$ cat src/rtl/stmt_lowerer_seq_scanner.sv
// Sequential bit-scan engine: grants one set, unmasked request bit per
// handshake, lowest-first or highest-first, with quartile classification.
module stmt_lowerer_seq_scanner #(
    parameter int WIDTH     = 8,
    parameter int MSB_FIRST = 0
) (
    input  logic                     clk,
    input  logic                     rst,
    input  logic                     in_valid,
    output logic                     in_ready,
    input  logic [WIDTH-1:0]         in_vec,
    input  logic [WIDTH-1:0]         in_mask,
    output logic                     out_valid,
    input  logic                     out_ready,
    output logic [$clog2(WIDTH)-1:0] out_idx,
    output logic [1:0]               out_class,
    output logic                     out_last,
    output logic [WIDTH-1:0]         done_vec,
    output logic                     empty
);

    localparam int IDX_W = $clog2(WIDTH);
    localparam int Q1 = WIDTH / 4;
    localparam int Q2 = WIDTH / 2;
    localparam int Q3 = 3 * WIDTH / 4;

    typedef enum logic {
        IDLE = 1'b0,
        SCAN = 1'b1
    } state_e;

    state_e             state_q, state_d;
    logic [WIDTH-1:0]   pend_q, pend_d;
    logic [WIDTH-1:0]   done_q, done_d;
    logic               empty_q, empty_d;
    logic [WIDTH-1:0]   accept_vec;
    logic [IDX_W-1:0]   scan_idx;
    int                 idx_int;

    // Bit position visited at step i of the scan order.
    function automatic int scan_pos(input int i);
        return (MSB_FIRST != 0) ? (WIDTH - 1 - i) : i;
    endfunction

    always_comb begin
        scan_idx = '0;
        for (int i = 0; i < WIDTH; i++) begin
            if (pend_q[scan_pos(i)]) begin
                scan_idx = IDX_W'(scan_pos(i));
                break;
            end
        end
    end

    assign out_valid = (state_q == SCAN);
    assign in_ready  = (state_q == IDLE);
    assign out_idx   = out_valid ? scan_idx : '0;
    assign out_last  = out_valid && ($countones(pend_q) == 1);
    assign done_vec  = done_q;
    assign empty     = empty_q;
    assign idx_int   = int'(scan_idx);

    always_comb begin
        out_class = 2'd0;
        if (out_valid) begin
            case (idx_int) inside
                [0:Q1-1]:  out_class = 2'd0;
                [Q1:Q2-1]: out_class = 2'd1;
                [Q2:Q3-1]: out_class = 2'd2;
                default:   out_class = 2'd3;
            endcase
        end
    end

    always_comb begin
        state_d    = state_q;
        pend_d     = pend_q;
        done_d     = done_q;
        empty_d    = 1'b0;
        accept_vec = '0;
        unique case (state_q)
            IDLE: begin
                if (in_valid) begin
                    for (int i = 0; i < WIDTH; i++) begin
                        if (in_mask[i]) continue;
                        accept_vec[i] = in_vec[i];
                    end
                    pend_d = accept_vec;
                    done_d = '0;
                    if (accept_vec == '0) empty_d = 1'b1;
                    else                  state_d = SCAN;
                end
            end
            SCAN: begin
                if (out_ready) begin
                    pend_d[scan_idx] = 1'b0;
                    done_d[scan_idx] = 1'b1;
                    if (out_last) state_d = IDLE;
                end
            end
            default: state_d = IDLE;
        endcase
    end

    always_ff @(posedge clk) begin
        if (rst) begin
            state_q <= IDLE;
            pend_q  <= '0;
            done_q  <= '0;
            empty_q <= 1'b0;
        end else begin
            state_q <= state_d;
            pend_q  <= pend_d;
            done_q  <= done_d;
            empty_q <= empty_d;
        end
    end

endmodule

$ cat config.mk
export PLATFORM = sky130hd
export DESIGN_NAME = stmt_lowerer_seq_scanner
export DESIGN_NICKNAME = d
export VERILOG_FILES = /design/src/rtl/stmt_lowerer_seq_scanner.sv
export SDC_FILE = /design/constraint.sdc
export NUM_CORES = 1
export LEC_CHECK = 0
export ABC_CLOCK_PERIOD_IN_PS = 9800
export CAP_MARGIN = 20
export CORE_MARGIN = 3
export CORE_UTILIZATION = 30
export CTS_CLUSTER_DIAMETER = 40
export DETAILED_ROUTE_END_ITERATION = 12
export GPL_TIMING_DRIVEN = 0
export SETUP_SLACK_MARGIN = 0.15
export SLEW_MARGIN = 20
export SYNTH_ARGS = -nofsm -noshare
export SYNTH_HDL_FRONTEND = slang
export SYNTH_SLANG_ARGS = --single-unit
export TNS_END_PERCENT = 1
$ cat constraint.sdc
create_clock -name clk -period 9.8 [get_ports clk]
set_input_delay 1.96 -clock clk [delete_from_list [all_inputs] [get_ports clk]]
set_output_delay 1.96 -clock clk [all_outputs]
set_load 0.05 [all_outputs]
# Word level (Yosys, flattened, before mapping)
# Index checks and enable logic that the tools add are counted.
op_classes:
  n_mux: 114
  n_bitwise: 5
  reduce_logical: 8
  magnitude_cmp: 8
  n_eq_ne: 3
  n_addsub: 7
op_table:
  columns: ["cell", "count"]
  rows:
  - ["1-bit 2-to-1 mux", 84]
  - ["3-bit 2-to-1 mux", 19]
  - ["8-bit 2-to-1 mux", 4]
  - ["8-bit case mux with 2 select lines", 2]
  - ["1-bit by 1-bit adder with 2-bit output", 4]
  - ["8-bit AND", 1]
  - ["8-bit zero test", 1]
  - ["8-bit inverter", 1]
  - ["8-bit bitwise OR", 1]
  - ["2-bit by 2-bit adder with 3-bit output", 2]
  - ["3-bit by 1-bit >= comparator with 1-bit output, second input constant", 2]
  - ["2-bit 2-to-1 mux", 3]
  - ["1-bit logical AND", 5]
  - ["3-bit by 3-bit adder with 4-bit output", 1]
  - ["4-bit by 1-bit == test with 1-bit output, second input constant", 1]
  - ["3-bit by 4-bit less-than comparator with 1-bit output, second input constant", 1]
  - ["2-bit != test, second input constant", 2]
  - ["1-bit demux with 3-bit select", 1]
  - ["3-bit by 2-bit >= comparator with 1-bit output, second input constant", 1]
  - ["3-bit >= comparator, second input constant", 1]
  - ["3-bit by 1-bit <= comparator with 1-bit output, second input constant", 1]
  - ["3-bit by 2-bit <= comparator with 1-bit output, second input constant", 1]
  - ["3-bit <= comparator, second input constant", 1]
  - ["3-bit OR reduction", 1]
  - ["3 further kinds", 4]
totals:
  regBits: 18
  inputBits: 20

# Longest topological paths before layout
# Gate-level depths: netlist (run 1).
depth:
  depth_word: 37
  mapped_depth: 12
  ltp_nobuf: 12

# Least setup slack after synthesis (run 1)
# No wires, ideal clock.
synth_path:
  path_kind: "register to output"
  from: "reg pend_q[0]"
  to: "out out_last"
  slack_ns: 4.422
  n_path_buf: 0
  path_stages_with_launch: 11
  t_arrival_ns: 3.418
  cell_sequence: "dfxtp_1 fa_1 inv_1 fa_1 fa_1 inv_1 ha_1 inv_1 fa_1 nand3_1 a21oi_1"
synth_between:
  elab_chain_cells: 5
synth_rtl:
  columns: ["element", "line_no", "text"]
  rows:
  - ["start: declaration", "33", "logic [WIDTH-1:0] pend_q, pend_d;"]
  - ["start signal: assignment", "113", "pend_q <= pend_d;"]
  - ["1-bit by 1-bit adder with 2-bit output (implied by the code)", "58", "assign out_last = out_valid && ($countones(pend_q) == 1);"]
  - ["2-bit by 2-bit adder with 3-bit output (implied by the code)", "58", null]
  - ["3-bit by 3-bit adder with 4-bit output (implied by the code)", "58", null]
  - ["4-bit by 1-bit == test with 1-bit output", "58", null]
  - ["1-bit logical AND", "58", null]
  - ["end: declaration", "17", "output logic out_last,"]
# Every way passes these cells.

# Worst setup path in the final report (run 1)
# Ends and elaborated chain as after synthesis.

==> results.sh, run 1 <==
export IMPL_status="finished clean"
export IMPL_async_flop_share_pct=0
export IMPL_cp_start_kind="register"
export IMPL_finish_utilization_pct=46.0
export IMPL_clock_path_buffers=2
export IMPL_grt_first_pass_wirelength_um=5150
export IMPL_synthTopCellsByArea="dfxtp_1, fa_1, nor2b_1, inv_1, nand2_1"
export IMPL_critPathSlowestCell="clkdlybuf4s50_1"
export IMPL_syn_nets=164
export IMPL_fin_crit_sh_pct=61.8
export IMPL_ff_latch_area_um2=360
export IMPL_grt_pass1_vias=1090
export IMPL_nFillCells=353
export IMPL_ys_warnings_count=0
export IMPL_root_buffer="clkbuf_8"
export IMPL_max_freq_mhz=165
export IMPL_cp_slowest_stage_delay_ns=0.85
export IMPL_layout_area_overhead_vs_synth_pct=41.7
export IMPL_cts_hold_buf=0
export IMPL_reg2reg_depth=12
export IMPL_clk_latency_ns=0.25
export IMPL_timing_final_ws_setup_ns=3.74
export IMPL_critPathArrivalTime_ns=4.10
export IMPL_critPathMaxFanout=9
export IMPL_drc=0
export IMPL_netlist_instances=137
export IMPL_path_class="reg2out"
export IMPL_start_util_pct=32.4
export IMPL_slew_violations=0
export IMPL_rsz0062_at_grt="false"
export IMPL_netlist_top_cells_count="dfxtp_1, inv_1, nand2_1"
export IMPL_fin_crit_ns=6.06
export IMPL_netlist_area_leader_share_pct=31.8
export IMPL_peakVddDrop_mv=0.0588
export IMPL_cts_tree="yes"
export IMPL_maxSlewHeadroom_pct=64.3
export IMPL_cts_buffers=3
export IMPL_ctsResizeCount=0
export IMPL_p_per_area_nw_per_um2=123
export IMPL_setup_viol=0
export IMPL_r2r_start="pend_q[0]"
export IMPL_synth_most_common_cell="dfxtp_1"
export IMPL_grt_overflow_total=0
export IMPL_hold_path_endpoint="done_vec[5]"
export IMPL_r2r_end="out_valid"
export IMPL_yosys_register_bits=18
export IMPL_yosysSeqAreaShare_pct=31.8
export IMPL_r2r_slack_ns=6.55
export IMPL_drive_gt1_share_pct=9.04
export IMPL_core_area_um2=3490
export IMPL_drv_cap=0
export IMPL_cts_sinks=18
export IMPL_synth_ff_type="dfxtp_1"
export IMPL_diodes=0
export IMPL_antenna_found_initial=0
export IMPL_first_iter_violations=33
export IMPL_crit_top_cell="fa_1"
export IMPL_hold_depth=2
export IMPL_track_usage_pct=14.6
export IMPL_port_buffers=36
export IMPL_holdCritStartpoint="done_vec[5]"
export IMPL_clk_pin_slew_ns=0.07
export IMPL_fin_nets=205
export IMPL_worst_pin_slew_ns=0.530
export IMPL_synth_cell_types=36
export IMPL_fin_skew_ns=0.000664
export IMPL_multiInputGateArea_um2=692
export IMPL_gp_congestion=0.866
export IMPL_die_x_um=67.5
export IMPL_dp_slack_ns=4.00
export IMPL_dp_hpwl_um=2390
export IMPL_hold_worst_slack_ns=0.450
export IMPL_die_y_um=67.5
export IMPL_h_tree_depth=1
export IMPL_hold_class="reg2reg"
export IMPL_ios=37
export IMPL_p_leak_nw=0.591
export IMPL_dieArea_um2=4550
export IMPL_critical_path_cell_chain="fa_1, inv_1, fa_1, fa_1, inv_1, ha_1, inv_1, fa_1, nor2_1, nand3_1, a21oi_1, clkdlybuf4s50_1"
export IMPL_antenna_left=0
export IMPL_via_per_inst=5.07
export IMPL_num_vias=1131
export IMPL_report_final_hold_viol_count=0
export IMPL_synth_edff_count=0
export IMPL_wl_um=2990
export IMPL_syn_area_um2=1130
export IMPL_cts_setup_buffers=0
export IMPL_dr_pass1_iters=4
export IMPL_syn_area_per_cell_um2=8.27
export IMPL_grt_start_max_net_pins=11
export IMPL_rows=21
export IMPL_end_kind="primary output"
export IMPL_required_ns=7.84
export IMPL_yosysTopAreaCell="dfxtp_1"
export IMPL_worstSetupStartpoint="pend_q[0]"
export IMPL_fin_tns_setup_ns=0
export IMPL_wire_per_inst_um=13.4
stage by stage:
step	total power [W]	std cells	area, um^2
after floorplan	0.000118	137	1130
after global placement	0.000139	219	1550
after detailed placement	0.000140	219	1550
after CTS	0.000199	223	1610
after global routing	0.000210	223	1610
final	0.000198	223	1610
registers in the layout, summed over array words and instances, names as in the netlist:
signal and cells:
empty 1, done_vec 8, out_valid 1, pend_q 8
cells by family after synthesis:
logic type               share of synthesized area [%]
AO/OA/AOI/OAI                                     21.5
flip-flops                                        31.8
buffers and inverters                             7.17
AND/OR/NAND/NOR                                   29.1
adder cells (fa/ha/maj)                           10.4
metal layers:
layer	up-vias	share of wire, %	GRT usage [%]
li1	562	-	-
met1	529	45	20.4
met2	36	48	23.2
met3	4	5.6	1.50
met4	0	1.2	5.32
met5	-	0	0
cell type report:
cell class | instances | area share [%]
repair buffers | 36 | 22.4
flip-flops and latches | 18 | 22.4
well taps | 46 | 3.58
multi-input cells | 100 | 43.1
clock buffers | 4 | 3.43
inverters | 14 | 3.27
plain buffers | 5 | 1.79
worst max-delay path by stage:
stage	to	slack (ns)
finish	out_last	3.74
CTS	out_last	3.71
global placement	out_last	4.06
detailed placement	out_last	4.00
floorplan	out_last	4.42
global route	out_last	3.51
critical path, delay by kind of cell, from the launching register on:
kind                     cells  cell delay (ns)
AND/OR/NAND/NOR              2             0.19
AO/OA/AOI/OAI                1             0.20
adder cells (fa/ha/maj)      5             2.01
buffers and inverters        4             1.03
flip-flops                   1             0.42
cell usage in the layout (no fill, tap or decap), types with 2 or more instances in the layout:
master	netlist	routed
a21oi_1	9	9
inv_1	14	14
a221oi_1	2	2
a311oi_1	3	3
o21ai_0	6	6
nor2_2	2	2
o21ai_1	4	4
nor2_1	11	11
clkbuf_8	0	4
nand3_1	4	4
clkdlybuf4s50_1	0	36
or4_1	3	3
o21a_1	3	3
nand2_1	14	14
nor2b_1	9	9
and2_2	2	2
ha_1	3	3
buf_2	2	2
dfxtp_1	18	18
nor4_1	2	2
fa_1	4	4
and3_1	2	2
nand2b_1	4	4
clkbuf_1	2	2
where the power goes:
part / internal, W / total (W) / switching, W
logic: 0.0000245 / 0.0000596 / 0.0000351
clock network: 0.0000357 / 0.0000600 / 0.0000243
registers: 0.0000755 / 0.0000785 / 0.00000301
Power figures use the tool's default switching activity.
==> run 2: changes to the inputs <==
--- a/config.mk
+++ b/config.mk
@@ -5,7 +5,7 @@
 export SDC_FILE = /design/constraint.sdc
 export NUM_CORES = 1
 export LEC_CHECK = 0
-export ABC_CLOCK_PERIOD_IN_PS = 9800
+export ABC_CLOCK_PERIOD_IN_PS = 5300
 export CAP_MARGIN = 20
 export CORE_MARGIN = 3
 export CORE_UTILIZATION = 30
==> constraint.sdc (replaced) <==
create_clock -name clk -period 5.3 [get_ports clk]
set_input_delay 1.06 -clock clk [delete_from_list [all_inputs] [get_ports clk]]
set_output_delay 1.06 -clock clk [all_outputs]
set_load 0.05 [all_outputs]
==> run 2 against run 1 <==
Sequential share of layout area about the same. Core utilization barely moved. Flip-flop and latch count unchanged. Worst setup slack worse by 3.3 ns. Global-route usage about the same. Non-clock buffer count did not move. Die area unchanged. Final cell count stayed put. First-iteration DRC count is the same. Critical endpoint unchanged. Largest power group unchanged.
==> results.sh, run 2 (synthesis results as in run 1) <==
export IMPL_grt_use_met1_pct=20.3
export IMPL_cts_sinks=18
export IMPL_wl_um=2990
export IMPL_drv_cap=0
export IMPL_cts_tree="yes"
export IMPL_grtUsageMet3_pct=1.50
export IMPL_grt_pass1_vias=1089
export IMPL_critical_path_cell_chain="fa_1, inv_1, fa_1, fa_1, inv_1, ha_1, inv_1, fa_1, nor2_1, nand3_1, a21oi_1, dlygate4sd2_1"
export IMPL_critPathMaxFanout=9
export IMPL_end_kind="primary output"
export IMPL_cts_buffers=3
export IMPL_hold_class="reg2reg"
export IMPL_p_per_area_nw_per_um2=228
export IMPL_grt_first_pass_wirelength_um=5140
export IMPL_cp_start_kind="register"
export IMPL_r2r_slack_ns=2.06
export IMPL_hold_path_endpoint="done_vec[5]"
export IMPL_r2r_start="pend_q[0]"
export IMPL_h_tree_depth=1
export IMPL_worstSetupStartpoint="pend_q[0]"
export IMPL_setup_viol=0
export IMPL_first_iter_violations=33
export IMPL_dp_slack_ns=0.401
export IMPL_grt_util_met2_pct=23.2
export IMPL_rsz0062_at_grt="false"
export IMPL_status="finished clean"
export IMPL_antenna_left=0
export IMPL_dp_hpwl_um=2390
export IMPL_reg2reg_depth=12
export IMPL_wire_per_inst_um=13.4
export IMPL_cp_top_family="adder cells"
export IMPL_dr_pass1_iters=4
export IMPL_clk_latency_ns=0.25
export IMPL_fin_crit_ns=4.86
export IMPL_r2r_end="out_valid"
export IMPL_diodes=0
export IMPL_drc=0
export IMPL_rows=21
export IMPL_cp_slowest_stage_delay_ns=0.57
export IMPL_required_ns=4.24
export IMPL_fin_crit_sh_pct=91.8
export IMPL_grt_start_max_net_pins=11
export IMPL_port_buffers=36
export IMPL_drive_gt1_share_pct=9.04
export IMPL_report_final_hold_viol_count=0
export IMPL_die_y_um=67.5
export IMPL_timing_final_ws_setup_ns=0.435
export IMPL_stdcell_count=223
export IMPL_path_class="reg2out"
export IMPL_critPathArrivalTime_ns=3.80
export IMPL_worst_path_buf_inv=4
export IMPL_max_freq_mhz=206
export IMPL_clock_path_buffers=2
export IMPL_core_area_um2=3490
export IMPL_critPathSlowestCell="fa_1"
export IMPL_track_usage_pct=14.6
export IMPL_slew_violations=0
export IMPL_dieArea_um2=4550
export IMPL_num_vias=1131
export IMPL_antenna_found_initial=0
export IMPL_root_buffer="clkbuf_8"
export IMPL_fin_tns_setup_ns=0
export IMPL_fin_nets=205
export IMPL_hold_depth=2
export IMPL_via_per_inst=5.07
export IMPL_most_common_layout_cells="clkdlybuf4s50_1, dfxtp_1, inv_1, nand2_1, nor2_1"
export IMPL_layout_area_overhead_vs_synth_pct=41.6
export IMPL_clk_pin_slew_ns=0.07
export IMPL_p_leak_nw=0.595
export IMPL_ios=37
export IMPL_gp_congestion=0.866
export IMPL_grt_overflow_total=0
export IMPL_start_util_pct=32.4
export IMPL_placed_cells=219
export IMPL_crit_top_cell="fa_1"
export IMPL_final_common_cell="clkdlybuf4s50_1"
export IMPL_die_x_um=67.5
export IMPL_worst_pin_slew_ns=0.530
export IMPL_fin_skew_ns=0.000664
export IMPL_maxSlewHeadroom_pct=64.3
export IMPL_cts_hold_buf=0
export IMPL_holdCritStartpoint="done_vec[5]"
export IMPL_grt_busiest_layer="met2"
export IMPL_peakVddDrop_mv=0.109
-- run 2: changes by cell type in the layout (fill, tap and decap cells not counted) --
cell / delta
dlygate4sd2_1: +1
clkdlybuf4s50_1: -1
-- run 2: through the flow --
stage               hold slack (ns)  utilization [%]  area, um^2  power, W
finish                        0.450             45.9        1610  0.000365
global route                  0.480             45.9        1610  0.000387
CTS                           0.450             45.9        1610  0.000368
detailed placement            0.440             44.4        1550  0.000258
global placement              0.438             44.4        1550  0.000257
floorplan                     0.524                -        1130  0.000218
-- run 2: how the worst max path moves through the flow --
stage / to / slack, ns / cells after the start
finish: out_last / 0.44 / 12
global route: out_last / 0.21 / 12
CTS: out_last / 0.41 / 11
detailed placement: out_last / 0.40 / 11
global placement: out_last / 0.46 / 11
floorplan: out_last / 0.82 / 10
-- run 2: worst reg2reg max path, delay by kind of cell, from the launching register on --
kind            cells  cell delay [ns]
compound gates      2             0.30
fa+ha+maj           5             2.01
buf+inv             3             0.18
flops               1             0.42
simple gates        2             0.19
-- run 2: layout make-up --
type,count,area [um^2]
plain buffers,5,28.8
inverters,14,52.6
flip-flops and latches,18,360
multi-input cells,100,692
well taps,46,57.6
clock buffers,4,55.1
repair buffers,36,359
fillers,354,1890
-- run 2: where the power goes --
| part | internal [W] | total [W] | switching, W |
|---|---|---|---|
| Sequential | 0.000140 | 0.000145 | 0.00000557 |
| Clock | 0.0000659 | 0.000111 | 0.0000449 |
| Combinational | 0.0000447 | 0.000109 | 0.0000648 |
| Total | 0.000250 | 0.000365 | 0.000115 |
-- run 2: repair_timing --
action,4_1_cts,5_1_grt
buffers inserted,0,0
setup endpoints to repair,1,0
endpoints found under the hold margin,0,0
gates resized for setup,1,0
-- run 2: metal layers --
layer  routed length, um  up-vias
met2                1430       36
met1                1360      529
met4                  37        0
li1                    -      562
met5                   0        -
met3                 167        4
==> run 3: changes to the inputs <==
--- a/config.mk
+++ b/config.mk
@@ -12,6 +12,7 @@
 export CTS_CLUSTER_DIAMETER = 40
 export DETAILED_ROUTE_END_ITERATION = 12
 export GPL_TIMING_DRIVEN = 0
+export MAX_ROUTING_LAYER = met4
 export SETUP_SLACK_MARGIN = 0.15
 export SLEW_MARGIN = 20
 export SYNTH_ARGS = -nofsm -noshare
==> run 3 against run 2 <==
Design area unchanged. Sequential share of layout area unchanged. Worst hold slack about the same. Critical path depth unchanged. Final cell count unchanged. Combinational power about the same. Clock power about the same.
==> results.sh, run 3 (synthesis results as in run 1) <==
export IMPL_status="finished clean"
export IMPL_maxSlewHeadroom_pct=64.3
export IMPL_fin_tns_setup_ns=0
export IMPL_critical_path_cell_chain="fa_1, inv_1, fa_1, fa_1, inv_1, ha_1, inv_1, fa_1, nor2_1, nand3_1, a21oi_1, dlygate4sd2_1"
export IMPL_grt_start_max_net_pins=11
export IMPL_crit_top_cell="fa_1"
export IMPL_cts_sinks=18
export IMPL_drv_cap=0
export IMPL_fin_nets=205
export IMPL_wl_um=2970
export IMPL_final_common_cell="clkdlybuf4s50_1"
export IMPL_end_kind="primary output"
export IMPL_grt_overflow_total=0
export IMPL_start_util_pct=32.4
export IMPL_setup_viol=0
export IMPL_root_buffer="clkbuf_8"
export IMPL_rows=21
export IMPL_design_area_um2=1610
export IMPL_p_per_area_nw_per_um2=227
export IMPL_grt_pass1_vias=1086
export IMPL_critPathMaxFanout=9
export IMPL_most_common_layout_cells="clkdlybuf4s50_1, dfxtp_1, inv_1, nand2_1, nor2_1"
export IMPL_grt_first_pass_wirelength_um=5150
export IMPL_wire_per_inst_um=13.3
export IMPL_critPathSlowestCell="fa_1"
export IMPL_cts_setup_buffers=0
export IMPL_cp_start_kind="register"
export IMPL_via_per_inst=5.02
export IMPL_core_area_um2=3490
export IMPL_placed_area_um2=1550
export IMPL_critPathArrivalTime_ns=3.80
export IMPL_fin_skew_ns=0.00173
export IMPL_required_ns=4.24
export IMPL_die_y_um=67.5
export IMPL_drc=0
export IMPL_layout_area_overhead_vs_synth_pct=41.6
export IMPL_slew_violations=0
export IMPL_cts_tree="yes"
export IMPL_first_iter_violations=29
export IMPL_fin_crit_sh_pct=91.7
export IMPL_stdcell_count=223
export IMPL_dr_pass1_iters=4
export IMPL_gp_congestion=0.880
export IMPL_diodes=0
export IMPL_antenna_left=0
export IMPL_timing_final_ws_setup_ns=0.438
export IMPL_track_usage_pct=15.1
export IMPL_clock_path_buffers=2
export IMPL_cp_slowest_stage_delay_ns=0.57
export IMPL_worst_pin_slew_ns=0.529
export IMPL_dp_slack_ns=0.401
export IMPL_antenna_found_initial=0
export IMPL_fin_crit_ns=4.86
export IMPL_die_x_um=67.5
export IMPL_report_final_hold_viol_count=0
export IMPL_dp_hpwl_um=2390
export IMPL_h_tree_depth=1
export IMPL_hold_worst_slack_ns=0.450
export IMPL_clk_latency_ns=0.25
export IMPL_dieArea_um2=4550
export IMPL_p_leak_nw=0.595
export IMPL_path_class="reg2out"
export IMPL_port_buffers=36
export IMPL_drive_gt1_share_pct=9.04
export IMPL_hold_class="reg2reg"
export IMPL_clk_pin_slew_ns=0.07
export IMPL_peakVddDrop_mv=0.108
export IMPL_placed_cells=219
export IMPL_cts_buffers=3
export IMPL_num_vias=1119
export IMPL_rsz0062_at_grt="false"
export IMPL_max_freq_mhz=206
export IMPL_ios=37
-- run 3: cell counts in the layout (fill, tap and decap cells not counted) --
Identical to the previous run, type by type.
-- run 3: per-layer routing --
metal	track usage (%)	vias up	part of all wire, %
li1	-	562	-
met1	20.5	521	47
met2	23.2	32	48
met3	1.33	4	3.9
met4	5.32	0	1.2
met5	-	-	0
-- run 3: worst paths after layout --
check,depth (start not counted),slack (ns),endpoint,from
worst max-delay path,12,0.44,out_last,pend_q[0]
worst min register to register,2,0.45,done_vec[5],done_vec[5]
worst max register to register,12,2.06,out_valid,pend_q[0]
worst min-delay path,2,0.45,done_vec[5],done_vec[5]
-- run 3: layout make-up --
cell class / count / area, um^2
fill: 354 / 1890
multi-input combinational: 100 / 692
sequential: 18 / 360
timing repair buffer: 36 / 359
tap: 46 / 57.6
clock buffer: 4 / 55.1
inverter: 14 / 52.6
buffer: 5 / 28.8
-- run 3: timing repair --
| action | in CTS | in global routing |
|---|---|---|
| gates resized for setup | 1 | 0 |
| hold buffers | 0 | 0 |
| endpoints found under the setup margin | 1 | 0 |
-- run 3: critical path, delay by kind of cell, from the launching register on --
kind | cells | cell delay, ns
adder cells (fa/ha/maj) | 5 | 2.01
flip-flops | 1 | 0.42
AO/OA/AOI/OAI | 1 | 0.19
AND/OR/NAND/NOR | 2 | 0.19
buffers and inverters | 4 | 0.74
-- run 3: stage by stage --
stage	utilization, %	power, W
floorplan	-	0.000218
global placement	44.4	0.000257
detailed placement	44.4	0.000258
CTS	45.9	0.000368
global route	45.9	0.000387
finish	45.9	0.000364
-- run 3: where the power goes --
part / switching (W) / total, W / internal, W / leakage [nW]
Clock: 0.0000441 / 0.000110 / 0.0000659 / 0.0288
Combinational: 0.0000644 / 0.000109 / 0.0000447 / 0.421
Sequential: 0.00000560 / 0.000145 / 0.000140 / 0.146
